### src/rtl/wash_phase_timer_pkg.sv
`default_nettype none
// ============================================================================
//  Module      : wash_pkg
//  Description : Shared types, phase codes and duration table for the
//                washing-machine phase timer.
//  Revision    : 1.0  initial release
// ============================================================================
package wash_pkg;

    localparam logic [1:0] PH_SOAK  = 2'b00;
    localparam logic [1:0] PH_WASH  = 2'b01;
    localparam logic [1:0] PH_RINSE = 2'b10;
    localparam logic [1:0] PH_SPIN  = 2'b11;

    // Table entries never exceed 16, so 5 bits hold every duration.
    localparam int DUR_W = 5;

    typedef enum logic [1:0] {
        MODE_QUICK  = 2'd0,
        MODE_NORMAL = 2'd1,
        MODE_HEAVY  = 2'd2
    } mode_idx_t;

    typedef enum logic [2:0] {
        ST_IDLE  = 3'd0,
        ST_LOAD  = 3'd1,
        ST_RUN   = 3'd2,
        ST_PAUSE = 3'd3,
        ST_DONE  = 3'd4
    } state_t;

    // {mode1, mode2, mode3}: heavy wins over normal over quick; 000 is quick.
    function automatic mode_idx_t decode_mode(input logic [2:0] mode);
        mode_idx_t m;
        if (mode[2])      m = MODE_HEAVY;
        else if (mode[1]) m = MODE_NORMAL;
        else              m = MODE_QUICK;
        return m;
    endfunction

    // Phase duration in time units.
    function automatic logic [DUR_W-1:0] phase_duration(input mode_idx_t mode_idx,
                                                        input logic [1:0] phase);
        logic [DUR_W-1:0] d;
        d = 5'd2;
        case (mode_idx)
            MODE_HEAVY: begin
                case (phase)
                    PH_SOAK: d = 5'd8;
                    PH_WASH: d = 5'd16;
                    default: d = 5'd6;
                endcase
            end
            MODE_NORMAL: begin
                if (phase == PH_WASH) d = 5'd8;
                else                  d = 5'd4;
            end
            default: begin
                if (phase == PH_WASH) d = 5'd4;
                else                  d = 5'd2;
            end
        endcase
        return d;
    endfunction

endpackage
`default_nettype wire

### src/rtl/wash_phase_timer_if.sv
`default_nettype none
// ============================================================================
//  Module      : wash_phase_timer_if
//  Description : Controller <-> phase-timer signal bundle.
//  Revision    : 1.0  initial release
// ============================================================================
interface wash_phase_timer_if #(
    parameter int CNT_W = 8
);
    logic             timer_enable;
    logic [1:0]       phase_sel;
    logic [2:0]       mode;
    logic             lid;
    logic             cancel;
    logic             timer_done;
    logic [CNT_W-1:0] remaining;
    logic             busy;
    logic             paused;

    // Controller side
    modport master (
        output timer_enable, phase_sel, mode, lid, cancel,
        input  timer_done, remaining, busy, paused
    );

    // Timer side
    modport slave (
        input  timer_enable, phase_sel, mode, lid, cancel,
        output timer_done, remaining, busy, paused
    );
endinterface
`default_nettype wire

### src/rtl/wash_phase_timer_tick_prescaler.sv
`default_nettype none
// ============================================================================
//  Module      : tick_prescaler
//  Description : Divides clk down to one time-unit tick every TICK_DIV
//                counted cycles; holds while run is low, clears on clr.
//  Revision    : 1.0  initial release
// ============================================================================
module tick_prescaler #(
    parameter int TICK_DIV = 1000
) (
    input  wire logic clk,
    input  wire logic rst_n,
    input  wire logic clr,
    input  wire logic run,
    output logic      tick
);
    localparam int              CW     = $clog2(TICK_DIV);
    localparam logic [CW-1:0]   c_last = CW'(TICK_DIV - 1);

    logic [CW-1:0] r_cnt;

    // Count 0..TICK_DIV-1 while running, wrapping after the last value.
    always_ff @(posedge clk or negedge rst_n) begin
        if (!rst_n)
            r_cnt <= '0;
        else if (clr)
            r_cnt <= '0;
        else if (run)
            r_cnt <= (r_cnt == c_last) ? '0 : r_cnt + CW'(1);
    end

    assign tick = (r_cnt == c_last);
endmodule
`default_nettype wire

### src/rtl/wash_phase_timer.sv
`default_nettype none
// ============================================================================
//  Module      : wash_phase_timer
//  Description : Per-phase duration timer. Loads the mode/phase duration,
//                counts it down on a prescaled time base, pauses on lid open
//                and pulses timer_done for one cycle on expiry.
//  Revision    : 1.0  initial release
// ============================================================================
module wash_phase_timer
    import wash_pkg::*;
#(
    parameter int TICK_DIV = 1000,
    parameter int CNT_W    = 8
) (
    input  wire logic         clk,
    input  wire logic         rst_n,
    wash_phase_timer_if.slave bus
);
    state_t             r_state;
    state_t             w_next;
    logic [1:0]         r_phase_q;
    logic [CNT_W-1:0]   r_remaining;
    logic [DUR_W-1:0]   w_dur;
    logic               w_tick;
    logic               w_pre_clr;
    logic               w_pre_run;
    logic               w_phase_chg;
    logic               w_load;
    logic               w_dec;
    logic               w_clear;

    assign w_dur       = phase_duration(decode_mode(bus.mode), bus.phase_sel);
    assign w_phase_chg = (bus.phase_sel != r_phase_q);

    // Prescaler sits at zero outside the counting states. In a RUN cycle that
    // sees the lid open it still advances (that cycle counts as run time),
    // but it holds on its terminal value so the suppressed tick fires on resume.
    assign w_pre_clr = (r_state == ST_IDLE) || (r_state == ST_LOAD) || (r_state == ST_DONE);
    assign w_pre_run = (r_state == ST_RUN) && !(bus.lid && w_tick);

    tick_prescaler #(
        .TICK_DIV (TICK_DIV)
    ) u_prescaler (
        .clk   (clk),
        .rst_n (rst_n),
        .clr   (w_pre_clr),
        .run   (w_pre_run),
        .tick  (w_tick)
    );

    // State register.
    always_ff @(posedge clk or negedge rst_n) begin
        if (!rst_n) r_state <= ST_IDLE;
        else        r_state <= w_next;
    end

    // Next-state decode and datapath controls, abort conditions first.
    always_comb begin
        w_next  = r_state;
        w_load  = 1'b0;
        w_dec   = 1'b0;
        w_clear = 1'b0;
        case (r_state)
            ST_IDLE: begin
                w_clear = 1'b1;
                if (bus.timer_enable && !bus.cancel) w_next = ST_LOAD;
            end
            ST_LOAD: begin
                w_load = 1'b1;
                w_next = ST_RUN;
            end
            ST_RUN: begin
                if (bus.cancel || !bus.timer_enable) begin
                    w_clear = 1'b1;
                    w_next  = ST_IDLE;
                end else if (w_phase_chg) begin
                    w_next = ST_LOAD;
                end else if (bus.lid) begin
                    w_next = ST_PAUSE;
                end else if (w_tick) begin
                    w_dec = 1'b1;
                    if (r_remaining <= CNT_W'(1)) w_next = ST_DONE;
                end
            end
            ST_PAUSE: begin
                if (bus.cancel || !bus.timer_enable) begin
                    w_clear = 1'b1;
                    w_next  = ST_IDLE;
                end else if (w_phase_chg) begin
                    w_next = ST_LOAD;
                end else if (!bus.lid) begin
                    w_next = ST_RUN;
                end
            end
            ST_DONE: begin
                if (!bus.cancel && bus.timer_enable && w_phase_chg) w_next = ST_LOAD;
                else                                                  w_next = ST_IDLE;
            end
            default: begin
                w_clear = 1'b1;
                w_next  = ST_IDLE;
            end
        endcase
    end

    // Remaining-time counter and latched phase; saturates at zero.
    always_ff @(posedge clk or negedge rst_n) begin
        if (!rst_n) begin
            r_remaining <= '0;
            r_phase_q   <= PH_SOAK;
        end else begin
            if (w_load) begin
                r_remaining <= CNT_W'(w_dur);
                r_phase_q   <= bus.phase_sel;
            end else if (w_clear) begin
                r_remaining <= '0;
            end else if (w_dec && (r_remaining != '0)) begin
                r_remaining <= r_remaining - CNT_W'(1);
            end
        end
    end

    assign bus.timer_done = (r_state == ST_DONE);
    assign bus.busy       = (r_state != ST_IDLE);
    assign bus.paused     = (r_state == ST_PAUSE);
    assign bus.remaining  = r_remaining;
endmodule
`default_nettype wire

### src/flat_wrapper.sv
// flat-port wrapper written by rule: the top's interface ports become plain ports
module wash_phase_timer_flat import wash_pkg::*;
#(
    parameter int TICK_DIV = 1000,
    parameter int CNT_W    = 8
)
  (clk, rst_n, bus_timer_enable, bus_phase_sel, bus_mode, bus_lid, bus_cancel, bus_timer_done, bus_remaining, bus_busy, bus_paused);
  wash_phase_timer_if #(.CNT_W(CNT_W)) bus_i ();
  input  wire logic clk;
  input  wire logic rst_n;
  input wire logic [$bits(bus_i.timer_enable)-1:0] bus_timer_enable;
  input wire logic [$bits(bus_i.phase_sel)-1:0] bus_phase_sel;
  input wire logic [$bits(bus_i.mode)-1:0] bus_mode;
  input wire logic [$bits(bus_i.lid)-1:0] bus_lid;
  input wire logic [$bits(bus_i.cancel)-1:0] bus_cancel;
  output wire logic [$bits(bus_i.timer_done)-1:0] bus_timer_done;
  output wire logic [$bits(bus_i.remaining)-1:0] bus_remaining;
  output wire logic [$bits(bus_i.busy)-1:0] bus_busy;
  output wire logic [$bits(bus_i.paused)-1:0] bus_paused;
  assign bus_i.timer_enable = bus_timer_enable;
  assign bus_i.phase_sel = bus_phase_sel;
  assign bus_i.mode = bus_mode;
  assign bus_i.lid = bus_lid;
  assign bus_i.cancel = bus_cancel;
  assign bus_timer_done = bus_i.timer_done;
  assign bus_remaining = bus_i.remaining;
  assign bus_busy = bus_i.busy;
  assign bus_paused = bus_i.paused;
  wash_phase_timer #(.TICK_DIV(TICK_DIV), .CNT_W(CNT_W)) u_core (.clk(clk), .rst_n(rst_n), .bus(bus_i));
endmodule
### config.mk
export PLATFORM = sky130hd
export DESIGN_NAME = wash_phase_timer_flat
export DESIGN_NICKNAME = d
export VERILOG_FILES = /design/src/rtl/wash_phase_timer_pkg.sv /design/src/rtl/wash_phase_timer_if.sv /design/src/rtl/wash_phase_timer_tick_prescaler.sv /design/src/rtl/wash_phase_timer.sv /design/src/flat_wrapper.sv
export SDC_FILE = /design/constraint.sdc
export NUM_CORES = 1
export LEC_CHECK = 0
export CAP_MARGIN = 20
export CORE_ASPECT_RATIO = 0.7
export CORE_MARGIN = 3
export CORE_UTILIZATION = 45
export CTS_CLUSTER_DIAMETER = 50
export DETAILED_ROUTE_END_ITERATION = 10
export GPL_TIMING_DRIVEN = 0
export PLACE_DENSITY = 0.74
export SETUP_SLACK_MARGIN = 0.05
export SKIP_CTS_REPAIR_TIMING = 1
export SYNTH_ARGS = -nofsm -noshare
export SYNTH_HDL_FRONTEND = slang
export SYNTH_SLANG_ARGS = --single-unit
### constraint.sdc
create_clock -name clk -period 2.6 [get_ports clk]
set_input_delay 0.52 -clock clk [delete_from_list [all_inputs] [get_ports clk]]
set_output_delay 0.52 -clock clk [all_outputs]
set_load 0.01 [all_outputs]
==> results_dict.tcl <==
set metrics [dict create \
    drc 0 \
    die-area_um2 4190 \
    root_buffer "clkbuf_8" \
    met2_usage 0.288 \
    synth_edf_count 0 \
    start_util 0.482 \
    grt_start_max_net_pins 24 \
    hpwl_um 2610 \
    cts_buffer_depth 2 \
    grt_usage 0.173 \
    crit_slowest_cell "clkdlybuf4s50_1" \
    wl_um 3460 \
    antenna_found_initial 0 \
    numCtsBuffers 3 \
    rows 17 \
    io_pins 21 \
    num-fill-cells 272 \
    rsz0062_at_grt "false" \
    synth.ff_latch_count 23 \
    p_clk_frac 0.208 \
    seq_area_um2 576 \
    grt_pass1_vias 1229 \
    cellInternalPower_uw 699 \
    slew_viol_final 0 \
    worstMarginPinSlew_ns 0.858 \
    layout-drive-gt1-share 0.144 \
    yosysWarnings 0 \
    critPathArrivalTime_ns 1.89 \
    gr-total-overflow 0 \
    clk_latency_ns 0.27 \
    h-tree-depth 1 \
    sequentialPowerShare 0.411 \
    crit_type "reg2out" \
    cp.required_ns 2.08 \
    hold_class "in2reg" \
    drt_iter0_drc 54 \
    grt_pass1_wl_um 5620 \
    period_share 0.925 \
    critPathMaxStageDelay_ns 0.52 \
    die_x_um 76.1 \
    async_reset_ff_frac 1.00 \
    grt_use_met3 0.0453 \
    p_comb_frac 0.380 \
    crit_start "u_core.r_state[1]$_DFFE_PN0P_" \
    path_clk_slew_ns 0.08 \
    dp_slack_ns -0.0733 \
    portBuffers 17 \
    switchingPower_uw 428 \
    final_core_util 0.577 \
    worstReg2RegStart "u_core.u_prescaler.r_cnt[0]$_DFFE_PN0P_" \
    gr-max-usage-layer "met2" \
    nNetsFinal 209 \
    syn_avg_cell_area_um2 9.01 \
    p_leak_uw 0.000730 \
    worst_slack_ns 0.194 \
    drtPass1Iterations 4 \
    ys_seq_area_frac 0.372 \
    via_count 1349 \
    finalHoldViolCount 0 \
    place_inst 236 \
    worstPathMaxFanout 10 \
    synth.distinct_cells 49 \
    ant_nets 0 \
    cts.sinks 23 \
    synthCells 172 \
    finalNonFillerCells 241 \
    syn_nets 186 \
    end_kind "primary output" \
    min_from "bus_phase_sel[0]" \
    gr-usage-met1 0.221 \
    crit_path_start_kind "register" \
    status "complete, no violations" \
    peakVddDrop_mv 0.412 \
    p_sw_frac 0.380 \
    antenna_cells 0 \
    core_area_um2 3210 \
    die_h_um 55.1 \
    fin_worst_skew_ns 0.00454 \
    power_density_nw_per_um2 608 \
    routedWlPerCell_um 14.4 \
    synth-main-ff-cell "dfrtp_1" \
    synth_area_um2 1550 \
    area_growth_pct 19.7 \
    multiInputGateArea_um2 868 \
    place_congestion 0.844 \
    max_freq_ghz 0.416 \
    max_cap_violations 0 \
    viasPerCell 5.60 \
    p_total_uw 1130 \
    setup_viol 0 \
    relSlewSlack 0.423 \
    crit_chain "clkbuf_1 -> nor2b_1 -> and2_2 -> clkdlybuf4s50_1" \
    cts_tree "yes" \
    period_minus_slack_ns 2.41 \
]
[state kept, by name (all words and copies together) (netlist names)]
register                  count
u_core.r_state                3
u_core.r_phase_q              2
u_core.u_prescaler.r_cnt     10
u_core.bus.remaining          8
[path summary, 6_finish.rpt]
path,endpoint,slack (ns),depth (start not counted)
hold reg to reg,u_core.r_phase_q[0]$_DFFE_PN0P_,0.51,2
setup / recovery,bus_paused,0.19,4
max in group asynchronous,u_core.r_phase_q[0]$_DFFE_PN0P_,1.62,2
min in group asynchronous,u_core.u_prescaler.r_cnt[4]$_DFFE_PN0P_,0.55,1
hold / removal,u_core.r_phase_q[0]$_DFFE_PN0P_,0.51,3
setup reg to reg,u_core.u_prescaler.r_cnt[2]$_DFFE_PN0P_,0.38,6
[power groups by stage]
stage	Combinational [uW]	Clock, uW	Sequential [uW]
2_1_floorplan	290	0	461
3_3_place_gp	402	0	465
3_5_place_dp	423	0	470
4_1_cts	424	238	463
5_1_grt	480	254	469
6_report	429	235	464
[synthesized netlist by cell type (2+ instances only)]
master / count / share of area
a21bo_2: 2 / 0.013
o31ai_1: 7 / 0.034
nor3_1: 8 / 0.026
nand2_1: 17 / 0.041
ha_1: 4 / 0.032
buf_4: 2 / 0.0097
nand3_1: 7 / 0.023
nor4b_1: 3 / 0.017
nand3b_1: 2 / 0.0097
nor2_1: 16 / 0.039
o21ai_0: 16 / 0.052
nor3b_1: 3 / 0.015
nor2b_1: 3 / 0.012
o311a_2: 3 / 0.022
dfrtp_1: 23 / 0.37
buf_6: 2 / 0.015
inv_1: 7 / 0.017
nand4_1: 4 / 0.016
a21oi_1: 6 / 0.019
and3_1: 3 / 0.012
mux2i_1: 3 / 0.019
xor2_1: 2 / 0.011
clkbuf_1: 3 / 0.0073
[final cells by class]
cell class	count	share of cell area
Inverter	7	0.0142
Clock inverter	1	0.00405
Sequential cell	23	0.310
Clock buffer	3	0.0223
Timing Repair Buffer	18	0.107
Buffer	10	0.0425
Multi-Input combinational cell	132	0.468
Tap cell	47	0.0317
[layout by cell type, fill, tap and decap left out, types with 2 or more instances in the layout]
cell type / count
mux2i_1: 3
xor2_1: 2
nor4b_1: 3
o311a_2: 3
clkdlybuf4s50_1: 17
nand3_1: 7
and3_1: 3
nand3b_1: 2
a21bo_2: 2
clkbuf_8: 3
nor3_1: 8
a21oi_1: 6
inv_1: 7
o21ai_0: 16
buf_6: 2
o31ai_1: 7
nor2b_1: 3
nor3b_1: 3
dfrtp_1: 23
buf_4: 2
nand2_1: 17
ha_1: 4
nand4_1: 4
nor2_1: 16
clkbuf_1: 3
[worst max-delay path, delay by kind of cell, from the launching register on]
family,cells,cell delay [ns]
flip-flops,1,0.37
AND/OR/NAND/NOR,2,0.41
buffers and inverters,2,0.83
[metal layers]
metal / share of wire / wire (um) / up-vias
li1: - / - / 675
met1: 0.51 / 1750 / 649
met2: 0.44 / 1540 / 21
met3: 0.039 / 136 / 4
met4: 0.010 / 35 / 0
met5: 0 / 0 / -
[logic make-up (layout without fill, tap and decap cells)]
logic type	count (synthesis)	count (layout)	share of synthesized area
and+or+nand+nor	78	78	0.292
AOI/OAI and AO/OA	44	44	0.200
DFF	23	23	0.372
buffers and inverters	17	39	0.0678
adders and majority gates	4	4	0.0323
xor gates and xnor gates	3	3	0.0170
muxes	3	3	0.0194
[per-stage QoR]
stage	hold WS (ns)	TNS, ns	area, um^2
6_report	0.506	0	1850
5_1_grt	0.518	0	1850
4_1_cts	0.506	0	1830
3_5_place_dp	0.494	-0.273	1780
3_3_place_gp	0.485	-0.126	1780
2_1_floorplan	0.224	0	1550
(Power assumes the default switching activity.)
